==> src/rtl/avalon_mm_pkg.sv <==
// Shared state encoding and parameter defaults for the Avalon-MM master and its helpers.
package avalon_mm_pkg;

    localparam int unsigned DefAddrW   = 32;
    localparam int unsigned DefDataW   = 32;
    localparam int unsigned DefLenW    = 8;
    localparam int unsigned DefTimeout = 255;

    typedef enum logic [1:0] {
        StIdle  = 2'd0,
        StXfer  = 2'd1,
        StDrain = 2'd2,
        StDone  = 2'd3
    } xfer_state_e;

    // Width of a counter that must reach max_val without wrapping.
    function automatic int unsigned cnt_width(input int unsigned max_val);
        return (max_val < 2) ? 1 : $clog2(max_val + 1);
    endfunction

endpackage

==> src/rtl/avalon_rd_capture.sv <==
// Tracks accepted read beats through the fixed slave latency and registers returned data.
module avalon_rd_capture
    import avalon_mm_pkg::*;
#(
    parameter int unsigned DATA_W       = DefDataW,
    parameter int unsigned READ_LATENCY = 1
) (
    input  logic              clock,
    input  logic              reset,
    input  logic              accept,
    input  logic [DATA_W-1:0] avm_readdata,
    output logic [DATA_W-1:0] rd_data,
    output logic              rd_valid,
    output logic              empty
);

    logic [READ_LATENCY-1:0] pending_q, pending_d;
    logic [DATA_W-1:0]       rd_data_q;
    logic                    rd_valid_q;
    logic                    capture;

    // Bit i set means a read accepted i+1 cycles ago is still in flight.
    always_comb begin
        pending_d    = '0;
        pending_d[0] = accept;
        for (int i = 1; i < int'(READ_LATENCY); i++) begin
            pending_d[i] = pending_q[i-1];
        end
    end

    assign capture = pending_q[READ_LATENCY-1];

    always_ff @(posedge clock or posedge reset) begin
        if (reset) begin
            pending_q  <= '0;
            rd_data_q  <= '0;
            rd_valid_q <= 1'b0;
        end else begin
            pending_q  <= pending_d;
            rd_valid_q <= capture;
            if (capture) begin
                rd_data_q <= avm_readdata;
            end
        end
    end

    assign rd_data  = rd_data_q;
    assign rd_valid = rd_valid_q;
    assign empty    = ~|pending_q;

endmodule

==> src/rtl/avalon_master_mm_interface.sv <==
// Avalon-MM master: runs single or block read/write commands from user logic onto the fabric,
// honouring waitrequest, returning read data at fixed latency and flagging stall timeouts.
module avalon_master_mm_interface
    import avalon_mm_pkg::*;
#(
    parameter int unsigned ADDR_W       = DefAddrW,
    parameter int unsigned DATA_W       = DefDataW,
    parameter int unsigned LEN_W        = DefLenW,
    parameter int unsigned ADDR_STEP    = 1,
    parameter int unsigned READ_LATENCY = 1,
    parameter int unsigned TIMEOUT      = DefTimeout
) (
    input  logic              clock,
    input  logic              reset,
    input  logic              start,
    input  logic              op_write,
    input  logic [ADDR_W-1:0] base_addr,
    input  logic [LEN_W-1:0]  length,
    output logic              busy,
    output logic              done,
    output logic              error,
    input  logic [DATA_W-1:0] wr_data,
    output logic              wr_pop,
    output logic [DATA_W-1:0] rd_data,
    output logic              rd_valid,
    output logic [ADDR_W-1:0] avm_address,
    output logic              avm_chipselect,
    output logic              avm_read,
    output logic              avm_write,
    output logic [DATA_W-1:0] avm_writedata,
    input  logic [DATA_W-1:0] avm_readdata,
    input  logic              avm_waitrequest
);

    localparam int unsigned CntW = cnt_width(TIMEOUT);

    xfer_state_e       state_q, state_d;
    logic [ADDR_W-1:0] addr_q;
    logic [LEN_W-1:0]  remaining_q;
    logic              dir_q;
    logic [CntW-1:0]   wait_cnt_q;
    logic              error_q;

    logic start_ok;
    logic beat_ok;
    logic last_beat;
    logic timeout_hit;
    logic rd_accept;
    logic rd_empty;

    assign start_ok    = (state_q == StIdle) && start;
    assign beat_ok     = (state_q == StXfer) && !avm_waitrequest;
    assign last_beat   = beat_ok && (remaining_q == LEN_W'(1));
    assign timeout_hit = (state_q == StXfer) && avm_waitrequest
                         && (wait_cnt_q == CntW'(TIMEOUT - 1));
    assign rd_accept   = beat_ok && !dir_q;

    // State register
    always_ff @(posedge clock or posedge reset) begin
        if (reset) begin
            state_q <= StIdle;
        end else begin
            state_q <= state_d;
        end
    end

    // Next-state logic
    always_comb begin
        state_d = state_q;
        unique case (state_q)
            StIdle: begin
                if (start) begin
                    state_d = (length == '0) ? StDone : StXfer;
                end
            end
            StXfer: begin
                // Reads still have data in flight after the last beat; writes are finished.
                if (last_beat || timeout_hit) begin
                    state_d = dir_q ? StDone : StDrain;
                end
            end
            StDrain: begin
                if (rd_empty) begin
                    state_d = StDone;
                end
            end
            StDone: begin
                state_d = StIdle;
            end
            default: begin
                state_d = StIdle;
            end
        endcase
    end

    // Output logic
    always_comb begin
        busy           = 1'b0;
        done           = 1'b0;
        avm_chipselect = 1'b0;
        avm_read       = 1'b0;
        avm_write      = 1'b0;
        avm_address    = '0;
        avm_writedata  = '0;
        wr_pop         = 1'b0;
        unique case (state_q)
            StXfer: begin
                busy           = 1'b1;
                avm_chipselect = 1'b1;
                avm_read       = !dir_q;
                avm_write      = dir_q;
                avm_address    = addr_q;
                if (dir_q) begin
                    avm_writedata = wr_data;
                    wr_pop        = !avm_waitrequest;
                end
            end
            StDrain: begin
                busy = 1'b1;
            end
            StDone: begin
                done = 1'b1;
            end
            default: begin
            end
        endcase
    end

    // Command datapath: beat address, beats left, direction, stall counter and sticky error.
    always_ff @(posedge clock or posedge reset) begin
        if (reset) begin
            addr_q      <= '0;
            remaining_q <= '0;
            dir_q       <= 1'b0;
            wait_cnt_q  <= '0;
            error_q     <= 1'b0;
        end else if (start_ok) begin
            addr_q      <= base_addr;
            remaining_q <= length;
            dir_q       <= op_write;
            wait_cnt_q  <= '0;
            error_q     <= 1'b0;
        end else if (beat_ok) begin
            addr_q      <= addr_q + ADDR_W'(ADDR_STEP);
            remaining_q <= remaining_q - LEN_W'(1);
            wait_cnt_q  <= '0;
        end else if (timeout_hit) begin
            error_q    <= 1'b1;
            wait_cnt_q <= '0;
        end else if (state_q == StXfer) begin
            wait_cnt_q <= wait_cnt_q + CntW'(1);
        end
    end

    assign error = error_q;

    avalon_rd_capture #(
        .DATA_W       (DATA_W),
        .READ_LATENCY (READ_LATENCY)
    ) u_rd_capture (
        .clock        (clock),
        .reset        (reset),
        .accept       (rd_accept),
        .avm_readdata (avm_readdata),
        .rd_data      (rd_data),
        .rd_valid     (rd_valid),
        .empty        (rd_empty)
    );

endmodule
==> config.mk <==
export PLATFORM = sky130hd
export DESIGN_NAME = avalon_master_mm_interface
export DESIGN_NICKNAME = d
export VERILOG_FILES = /design/src/rtl/avalon_mm_pkg.sv /design/src/rtl/avalon_rd_capture.sv /design/src/rtl/avalon_master_mm_interface.sv
export SDC_FILE = /design/constraint.sdc
export NUM_CORES = 1
export LEC_CHECK = 0
export BUFFER_PORTS_ARGS = -buffer_cell sky130_fd_sc_hd__buf_2
export CAP_MARGIN = 10
export CORE_AREA = 2 2 100 102
export DETAILED_ROUTE_END_ITERATION = 16
export DIE_AREA = 0 0 102 104
export PLACE_DENSITY = 0.94
export SLEW_MARGIN = 15
export SYNTH_ARGS = -nofsm -noshare
export SYNTH_HDL_FRONTEND = slang
export SYNTH_SLANG_ARGS = --single-unit
==> constraint.sdc <==
create_clock -name clock -period 4.21 [get_ports clock]
set_input_delay 0.421 -clock clock [delete_from_list [all_inputs] [get_ports clock]]
set_output_delay 0.421 -clock clock [all_outputs]
set_load 0.01 [all_outputs]
==> results of run 1 <==
[cell usage after synthesis (2+ instances only)]
cell / number
clkbuf_1: 29
xnor2_1: 10
mux2_2: 32
ha_1: 11
and3_1: 38
a21oi_1: 7
xor2_1: 9
or3_1: 8
buf_2: 2
nand3_1: 11
or4_1: 16
and2_1: 34
nor3_1: 3
o21ai_0: 33
o31ai_1: 13
nand2_1: 44
dfrtp_1: 86
a31oi_1: 23
nor4_1: 8
inv_1: 17
or2_2: 2
nand4_1: 10
nor2b_1: 3
nor2_1: 35
[final timing paths]
kind / to / depth (start not counted) / from / slack (ns)
setup reg to reg: addr_q[28]$_DFFE_PP0P_ / 6 / state_q[1]$_DFFE_PP0P_ / 1.70
hold reg to reg: u_rd_capture.rd_data[10]$_DFFE_PP0P_ / 1 / u_rd_capture.rd_data[10]$_DFFE_PP0P_ / 0.51
hold / removal: addr_q[28]$_DFFE_PP0P_ / 2 / reset / 0.24
max in group asynchronous: u_rd_capture.rd_data[16]$_DFFE_PP0P_ / 3 / reset / 3.04
min in group clock: dir_q$_DFFE_PP0P_ / 3 / op_write / 0.25
setup / recovery: addr_q[28]$_DFFE_PP0P_ / 6 / state_q[1]$_DFFE_PP0P_ / 1.70
[metrics by stage]
stage               area, µm²  setup slack (ns)  std cells  utilization
global placement         5870              1.84        820        0.615
finish                   6070              1.70        836        0.636
detailed placement       5870              1.73        820        0.615
CTS                      6070              1.72        836        0.636
global route             6070              1.56        836        0.636
floorplan                4730              1.57        502            -
[flip-flops by register name, indices dropped and copies added (netlist names)]
register and count:
u_rd_capture.rd_data 32, wait_cnt_q 8, u_rd_capture.capture 1, addr_q 32
remaining_q 8, state_q 2, u_rd_capture.rd_valid 1, error 1
dir_q 1
[power breakdown]
group | internal [mW] | switching [mW]
registers | 1.20 | 0.377
logic | 0.879 | 1.04
clock network | 0.276 | 0.308
total | 2.36 | 1.73
[layout make-up]
cell class,instances,area share
Clock buffer,9,0.0204
Clock inverter,7,0.0122
Tap cell,133,0.0274
Multi-Input combinational cell,366,0.393
Timing Repair Buffer,218,0.182
Sequential cell,86,0.354
Inverter,17,0.0107
[metal layers]
layer / global-route usage / up-vias
met5: 0 / -
met4: 0.0590 / 0
met3: 0.0578 / 34
met2: 0.412 / 204
met1: 0.304 / 2180
li1: - / 2174
[critical path: cells and delay by family, from the launching register on]
family | cells | cell delay, ns
simple gates | 3 | 1.45
flops | 1 | 0.42
fa+ha+maj | 1 | 0.24
compound gates | 1 | 0.18
buf+inv | 1 | 0.16
[cells in the final DEF (no fill, tap or decap), types with 2 or more instances in the layout]
cell type	instances
a21oi_1	7
a31oi_1	23
and2_1	34
and3_1	38
buf_2	212
buf_4	6
clkbuf_8	9
clkinv_2	3
clkinv_4	2
dfrtp_1	86
ha_1	11
inv_1	16
mux2_2	32
nand2_1	44
nand3_1	11
nand4_1	10
nor2_1	35
nor2b_1	3
nor3_1	3
nor4_1	8
o21ai_0	33
o31ai_1	13
or2_2	2
or3_1	8
or4_1	16
xnor2_1	10
xor2_1	9
[kinds of logic after synthesis]
family / count (synthesis) / synth area share
AO/OA/AOI/OAI: 82 / 0.104
XOR/XNOR: 19 / 0.0352
adder cells (fa/ha/maj): 11 / 0.0291
buffers and inverters: 50 / 0.0418
flip-flops: 86 / 0.455
multiplexers: 33 / 0.0782
AND/OR/NAND/NOR: 221 / 0.257
==> metrics.txt, run 1 <==
Overflow after GRT 0; starting density of the core 0.496; Post-synth EDFFs 0; drt wl/cell 15.5 µm; syn avg cell area 9.43 µm²; metal2 WL 6.51 mm; Via density between 5 and 6; Max stage delay on crit path 0.70 ns; Rows 36; DR vias 4592; DR iter-0 viols about 230; Slew HR 0.345; first-pass GRT wire length approximately 21 mm; Worst path slowest cell or4_1; max cap viols 0; # clock sinks between 80 and 90; f_max 399 MHz; setup TNS 0 ns; post-route minimum period 2.51 ns; Synth area leaders dfrtp_1 (45%), mux2_2 (7.6%), and3_1 (5.0%); Post-Syn Nets 622; synth warn 0; io pins 213; most area-hungry cell type in the Yosys netlist dfrtp_1; hold slack about 0.24 ns; Synth cell types 42; max layer used met4; share of the synthesized area in the top cell type 0.455; Area Growth Syn to Fin 28.3%; die area 10600 µm²; buffer count from post-CTS setup fixing 0; DRT antenna net count 0; Clk Latency, worst-skew pair 0.36 ns; share of cells above drive strength 1 0.387; CTS HTree Levels 3; Post-Route Skew around 0.014 ns; chip width 102 µm; Post-Synthesis Cells 502; met1 WL 5.36 mm; Mapped Area about 4700 µm²; DP Wirelength slightly below 10 mm; Filler cells 808; worst path required time 4.50 ns; metal3 WL 858 µm; final count of negative-setup-slack endpoints 0; Hold Vio Cnt, Final 0; CTS Buffer Depth 2; routability congestion estimate just under 0.9; CTS tree built; footprint of the multi-input gates 2380 µm²; chip height 104 µm; Max FO, Critical Path 19; Antenna Diode Count 0; CTS Hold Bufs 0; Primary FF master, synth dfrtp_1; outcome finished clean; CP Data Arrival Time ~2.8 ns; Root Buffer clkbuf_8; power density over the cells 673 nW/µm²; fin crit share 0.595; Most common cell on crit path or4_1; Pins Over Slew Limit 0; cells along the critical path inv_1 -> ha_1 -> nand3b_1 -> or4_1 -> or4_1 -> a31oi_1; Port Buf Inserts 212; maximum number of pins on one net before global-route repair 57; clock slew at reported path FFs 0.10 ns; Tot Pwr 4.09 mW; RSZ-0062 raised after global routing false; nets 818; DR DRC count 0; Pre-antenna DRT Iters 5; drt total wl 13.0 mm; TritonCTS Buffers 9; initial antenna violation count 0; Resized Gates After CTS 0; Lkg Pwr 3.05 nW; Crit. End Element flip-flop; CP Class reg2reg; register area share after synthesis 0.455; FF/Latch Area 2150 µm²; maximum vdd drop 317 µV; Core Footprint 9550 µm²; total track usage 0.240; Hold Crit Class in2async; Worst setup SP type flip-flop; Synth Register Bits 86; Tightest Pin Transition 0.983 ns; Synth async-reset ratio 1.00; vias in the first global route 4368
(Power assumes the default switching activity.)
==> run 2: changes to the inputs <==
--- a/config.mk
+++ b/config.mk
@@ -7,10 +7,10 @@
 export LEC_CHECK = 0
 export BUFFER_PORTS_ARGS = -buffer_cell sky130_fd_sc_hd__buf_2
 export CAP_MARGIN = 10
-export CORE_AREA = 2 2 100 102
+export CORE_AREA = 2 2 108 110
 export DETAILED_ROUTE_END_ITERATION = 16
-export DIE_AREA = 0 0 102 104
-export PLACE_DENSITY = 0.94
+export DIE_AREA = 0 0 110 112
+export PLACE_DENSITY = 0.86
 export SLEW_MARGIN = 15
 export SYNTH_ARGS = -nofsm -noshare
 export SYNTH_HDL_FRONTEND = slang
==> constraint.sdc (replaced) <==
create_clock -name clock -period 2.1 [get_ports clock]
set_input_delay 0.21 -clock clock [delete_from_list [all_inputs] [get_ports clock]]
set_output_delay 0.21 -clock clock [all_outputs]
set_load 0.01 [all_outputs]
==> run 2 against run 1 <==
First-iteration DRC count grew 18%; setup slack worse by 1.7 ns; global-route usage shrank 3.3 points; cell count rose by 4.9%; critical endpoint is now addr_q[19]$_DFFE_PP0P_; largest power group unchanged.
==> metrics.txt, run 2 (synthesis results as in run 1) <==
Rows 39 (+8.3%); # clock sinks 86 (unchanged); placed insts 853 (+4.0%); TritonCTS Buffers 9 (unchanged); CTS HTree Levels 3 (unchanged); Post-Route Skew 0.00930 ns (-0.00454 ns); Lkg Pwr 3.25 nW (+6.4%); Clock Power Share 0.171 (+0.028); drt total wl 13.0 mm (about the same); Slew HR 0.461 (+0.116); DR iter-0 viols 273 (+18%); maximum vdd drop 780 µV (+150%); CTS Buffer Depth 2 (unchanged); Clk Latency, worst-skew pair 0.33 ns (-0.03 ns); Max stage delay on crit path 0.56 ns (-0.14 ns); sequential share of power 0.350 (-0.037); RSZ-0062 raised after global routing true; routability congestion estimate 0.854 (-1.5%); clock slew at reported path FFs 0.07 ns (-0.03 ns); maximum number of pins on one net before global-route repair 46 (-19%); io pins 213 (unchanged); first-pass GRT wire length 20.5 mm (-1.2%); nets 848 (+3.7%); final count of negative-setup-slack endpoints 0 (unchanged); Internal Pwr Total 5.26 mW (+120%); worst path required time 2.35 ns (-2.15 ns); pre-CTS setup slack 0.0598 ns (-1.67 ns); Switch Pwr 3.52 mW (+100%); die area 12300 µm² (+16%); vias in the first global route 4326 (-0.96%); final non-filler cell total 877 (+4.9%); DRT antenna net count 0 (unchanged); max layer used met4; DR vias 4549 (-0.94%); max cap viols 0 (unchanged); Comb power frac 0.479 (+0.009); share of cells above drive strength 1 0.415 (+0.0278); Tot Pwr 8.78 mW (+110%); metal3 WL 551 µm (-36%); Overflow after GRT 0 (unchanged); Max FO, Critical Path 20 (+1); Hold Crit Class in2reg; Tightest Pin Transition 0.809 ns (-0.174 ns); Core Footprint 11200 µm² (+17%); post-route minimum period 2.06 ns (-0.445 ns); cells along the critical path inv_2 -> ha_4 -> nand4b_1 -> or4_4 -> or4_4 -> a31oi_1; initial antenna violation count 1 (+1); fin crit share 0.981 (+0.386); commonest non-fill, non-tap cell in the layout buf_2; CP Class reg2reg; Area Growth Syn to Fin 36.7%; drt wl/cell 14.8 µm (-4.6%); Switching Share 0.401 (-0.0220); Via density 5.19 (-5.6%); Port Buf Inserts 212 (unchanged); power density over the cells 1360 nW/µm² (+100%); setup ws final 0.0398 ns (-1.66 ns); Crit. End Element flip-flop; starting density of the core 0.424 (-0.0721); CTS tree built; chip width 110 µm (+7.8%); total track usage 0.207 (-0.0331); metal2 WL 6.54 mm (+0.49%); DR DRC count 0 (unchanged); Pins Over Slew Limit 0 (unchanged); chip height 112 µm (+7.7%); commonest non-fill, non-tap cells in the layout buf_2 (212), dfrtp_1 (86), nand2_1 (44); CP Data Arrival Time 2.31 ns (-0.48 ns); Worst path slowest cell or4_4; f_max 485 MHz (+22%); Worst setup SP type flip-flop; outcome finished clean; Root Buffer clkbuf_16; setup TNS 0 ns (unchanged); Hold Vio Cnt, Final 0 (unchanged); met1 WL 5.69 mm (+6.2%); DP Wirelength 9.71 mm (+1.0%); Pre-antenna DRT Iters 5 (unchanged); Most common cell on crit path or4_4
[run 2: cell types whose count changed in the layout (fill, tap and decap cells not counted), sizes merged]
cell	before	now
clkinv	5	3
clkbuf	9	10
inv	17	18
diode	0	1
clkinvlp	1	2
bufinv	1	0
dlygate4sd3	0	1
buf	218	247
[run 2: critical path: cells and delay by family, from the launching register on]
| family | cells | cell delay (ns) |
|---|---|---|
| buf+inv | 1 | 0.08 |
| compound gates | 1 | 0.17 |
| flops | 1 | 0.39 |
| fa+ha+maj | 1 | 0.13 |
| simple gates | 3 | 1.21 |
[run 2: area by class of cell]
| type | instances | area, µm² |
|---|---|---|
| timing repair buffer | 248 | 1390 |
| antenna | 1 | 2.50 |
| clock buffer | 10 | 239 |
| fill | 1005 | 4700 |
| clock inverter | 6 | 43.8 |
| sequential | 86 | 2150 |
| inverter | 17 | 67.6 |
| tap | 143 | 179 |
| multi-input combinational | 366 | 2400 |
[run 2: final timing paths]
path	endpoint	depth (start not counted)	slack (ns)	from
worst max-delay path	addr_q[19]$_DFFE_PP0P_	6	0.04	state_q[1]$_DFFE_PP0P_
worst min-delay path	dir_q$_DFFE_PP0P_	3	0.06	op_write
worst max register to register	addr_q[19]$_DFFE_PP0P_	6	0.04	state_q[1]$_DFFE_PP0P_
worst min register to register	u_rd_capture.rd_data[15]$_DFFE_PP0P_	1	0.50	u_rd_capture.rd_data[15]$_DFFE_PP0P_
max in group asynchronous	wait_cnt_q[2]$_DFFE_PP0P_	4	1.02	reset
min in group asynchronous	addr_q[17]$_DFFE_PP0P_	3	0.52	reset
[run 2: routing by layer]
metal | track usage | up-vias
met5 | 0 | -
met4 | 0.0684 | 0
met3 | 0.0293 | 18
met2 | 0.347 | 137
met1 | 0.274 | 2159
li1 | - | 2235
[run 2: power by group through the flow]
| stage | combinational (mW) | sequential [mW] | clock (mW) |
|---|---|---|---|
| final | 4.20 | 3.07 | 1.50 |
| after floorplan | 2.45 | 3.13 | 0 |
| after global placement | 4.09 | 3.03 | 0 |
| after CTS | 4.20 | 3.07 | 1.54 |
| after detailed placement | 4.18 | 3.09 | 0 |
| after global routing | 4.64 | 3.19 | 1.61 |
[run 2: stage by stage]
stage	instance area (µm²)	utilization	hold slack, ns
after floorplan	4760	-	0.315
after global placement	6120	0.548	0.331
after detailed placement	6120	0.548	0.338
after CTS	6420	0.574	0.0550
after global routing	6470	0.579	0.0624
final	6470	0.579	0.0620
[run 2: timing repair]
item,CTS,global route
setup endpoints to repair,0,8
hold buffers,1,0
resized for setup,0,2
setup buffers,0,6
endpoints found under the hold margin,25,0
==> run 3: changes to the inputs <==
--- a/config.mk
+++ b/config.mk
@@ -11,6 +11,7 @@
 export DETAILED_ROUTE_END_ITERATION = 16
 export DIE_AREA = 0 0 110 112
 export PLACE_DENSITY = 0.86
+export SETUP_SLACK_MARGIN = 0.15
 export SLEW_MARGIN = 15
 export SYNTH_ARGS = -nofsm -noshare
 export SYNTH_HDL_FRONTEND = slang
==> run 3 against run 2 <==
Routed wire length increased by 1.4%; critical path type unchanged; non-clock buffer count increased by 12; largest power group unchanged; highest routed layer unchanged; worst hold slack got worse by 0.049 ns; cell count increased by 1.5%.
==> metrics.txt, run 3 (synthesis results as in run 1) <==
Design Area, Final 6780 µm² (+4.8%); Port Buf Inserts 212 (unchanged); R2R depth 7 (+1); Switching Share 0.383 (-0.0181); Clk Latency, worst-skew pair 0.33 ns (about the same); CTS HTree Levels 3 (unchanged); Clock Power Share 0.205 (+0.034); CP Data Arrival Time 2.29 ns (-0.02 ns); Pins Over Slew Limit 0 (unchanged); vias in the first global route 4253 (-1.7%); worst path required time 2.31 ns (-0.04 ns); CTS Buffer Depth 2 (unchanged); outcome finished clean; power density over the cells 1400 nW/µm² (+3.3%); Comb power frac 0.472 (-0.007); commonest non-fill, non-tap cell in the layout buf_2; Worst setup SP type flip-flop; DR DRC count 0 (unchanged); maximum vdd drop 638 µV (-18%); initial antenna violation count 0 (-1); drt total wl 13.2 mm (+1.4%); final count of negative-setup-slack endpoints 0 (unchanged); Final Core Density 0.607 (+0.0280); M3 GR Usage 0.0386 (+0.00937); die area 12300 µm² (unchanged); Post-Route Skew 0.00587 ns (-0.00343 ns); clock slew at reported path FFs 0.07 ns (about the same); Most common cell on crit path buf_4; Reg2Reg Setup Slack 0.03 ns (about the same); setup ws final 0.0265 ns (-0.0133 ns); Worst path slowest cell or4_4; RR Startpoint addr_q[6]$_DFFE_PP0P_; pre-CTS setup slack 0.0501 ns (-0.00966 ns); Crit. End Element flip-flop; Lkg Pwr 3.37 nW (+3.7%); share of cells above drive strength 1 0.455 (+0.0404); CP Class reg2reg; nets 862 (+1.7%); Rows 39 (unchanged); Max FO, Critical Path 8 (-60%); placed insts 849 (-0.47%); Area Growth Syn to Fin 43.3%; Max stage delay on crit path 0.59 ns (+0.03 ns); Root Buffer clkbuf_16; Switch Pwr 3.64 mW (+3.4%); grt met2 use 0.338 (-0.00859); Via density 5.25 (+1.3%); Slew HR 0.705 (+0.244); Hold Crit Class in2async; hold slack 0.0126 ns (-0.0494 ns); Pre-antenna DRT Iters 5 (unchanged); starting density of the core 0.424 (unchanged); final non-filler cell total 890 (+1.5%); drt wl/cell 14.8 µm (-0.12%); DRT antenna net count 0 (unchanged); chip width 110 µm (unchanged); GRT busiest layer met2; placed instance area 6070 µm² (-0.90%); total track usage 0.205 (-0.00190); Antenna Diode Count 0 (-1); Internal Pwr Total 5.87 mW (+12%); chip height 112 µm (unchanged); RSZ-0062 raised after global routing true; r2r endpoint addr_q[20]$_DFFE_PP0P_; cells along the critical path nand3_2 -> or4_4 -> buf_8 -> buf_4 -> buf_4 -> o31ai_2 -> a31oi_1; DR vias 4675 (+2.8%); Tightest Pin Transition 0.443 ns (-0.366 ns); Overflow after GRT 0 (unchanged); DR iter-0 viols 350 (+28%); io pins 213 (unchanged); CTS Hold Bufs 0 (-1); routability congestion estimate 0.807 (-5.6%); max cap viols 0 (unchanged); commonest non-fill, non-tap cells in the layout buf_2 (212), dfrtp_1 (85), nand2_1 (44); first-pass GRT wire length 20.0 mm (-2.3%); post-route minimum period 2.07 ns (+0.0133 ns); DP Wirelength 8.99 mm (-7.4%); Core Footprint 11200 µm² (unchanged); f_max 482 MHz (-0.64%); Hold Vio Cnt, Final 0 (unchanged); TritonCTS Buffers 9 (unchanged); sequential share of power 0.323 (-0.027); CTS tree built; M1 GR Usage 0.266 (-0.00804); maximum number of pins on one net before global-route repair 87 (+89%); # clock sinks 86 (unchanged); fin crit share 0.987 (+0.00632)
run 3: worst max path at each step:
stage / from / endpoint / slack, ns / depth (start not counted)
after CTS: state_q[1]$_DFFE_PP0P_ / addr_q[21]$_DFFE_PP0P_ / 0.11 / 7
after global routing: addr_q[2]$_DFFE_PP0P_ / addr_q[20]$_DFFE_PP0P_ / -0.01 / 7
final: addr_q[6]$_DFFE_PP0P_ / addr_q[20]$_DFFE_PP0P_ / 0.03 / 7
after detailed placement: addr_q[1]$_DFFE_PP0P_ / addr_q[28]$_DFFE_PP0P_ / 0.05 / 6
after global placement: state_q[1]$_DFFE_PP0P_ / addr_q[31]$_DFFE_PP0P_ / 0.09 / 6
after floorplan: state_q[1]$_DFFE_PP0P_ / addr_q[19]$_DFFE_PP0P_ / -0.1 / 8
run 3: layout make-up:
cell class	instances	area, µm²
sequential	86	2150
fill	897	4390
inverter	17	67.6
clock buffer	9	225
multi-input combinational	368	2510
tap	143	179
clock inverter	7	145
timing repair buffer	260	1500
run 3: worst max-delay path, delay by kind of cell (launching register included):
family / cells / cell delay (ns)
flip-flops: 1 / 0.41
buffers and inverters: 3 / 0.43
AO/OA/AOI/OAI: 2 / 0.35
AND/OR/NAND/NOR: 2 / 0.77
run 3: through the flow:
step	TNS, ns	power (mW)
after floorplan	-0.293	5.58
after global placement	0	7.09
after CTS	0	9.30
final	0	9.50
after detailed placement	0	7.22
after global routing	-0.0175	10.2
run 3: power by group through the flow:
stage	registers [mW]	clock network, mW	logic, mW
final	3.07	1.95	4.48
after global routing	3.17	2.06	4.96
after CTS	3.05	1.99	4.26
after detailed placement	3.07	0	4.14
after global placement	3.03	0	4.06
after floorplan	3.13	0	2.45
run 3: routing by layer:
layer	vias to the layer above	wire [µm]
met5	-	0
met4	0	227
met3	23	854
met2	203	6380
met1	2169	5700
li1	2280	-
run 3: timing repair:
action,in CTS,in global routing
hold endpoints to repair,0,0
gates cloned,2,1
pin swaps,11,23
buffers inserted,9,13
setup endpoints to repair,43,88
gates resized for setup,8,27
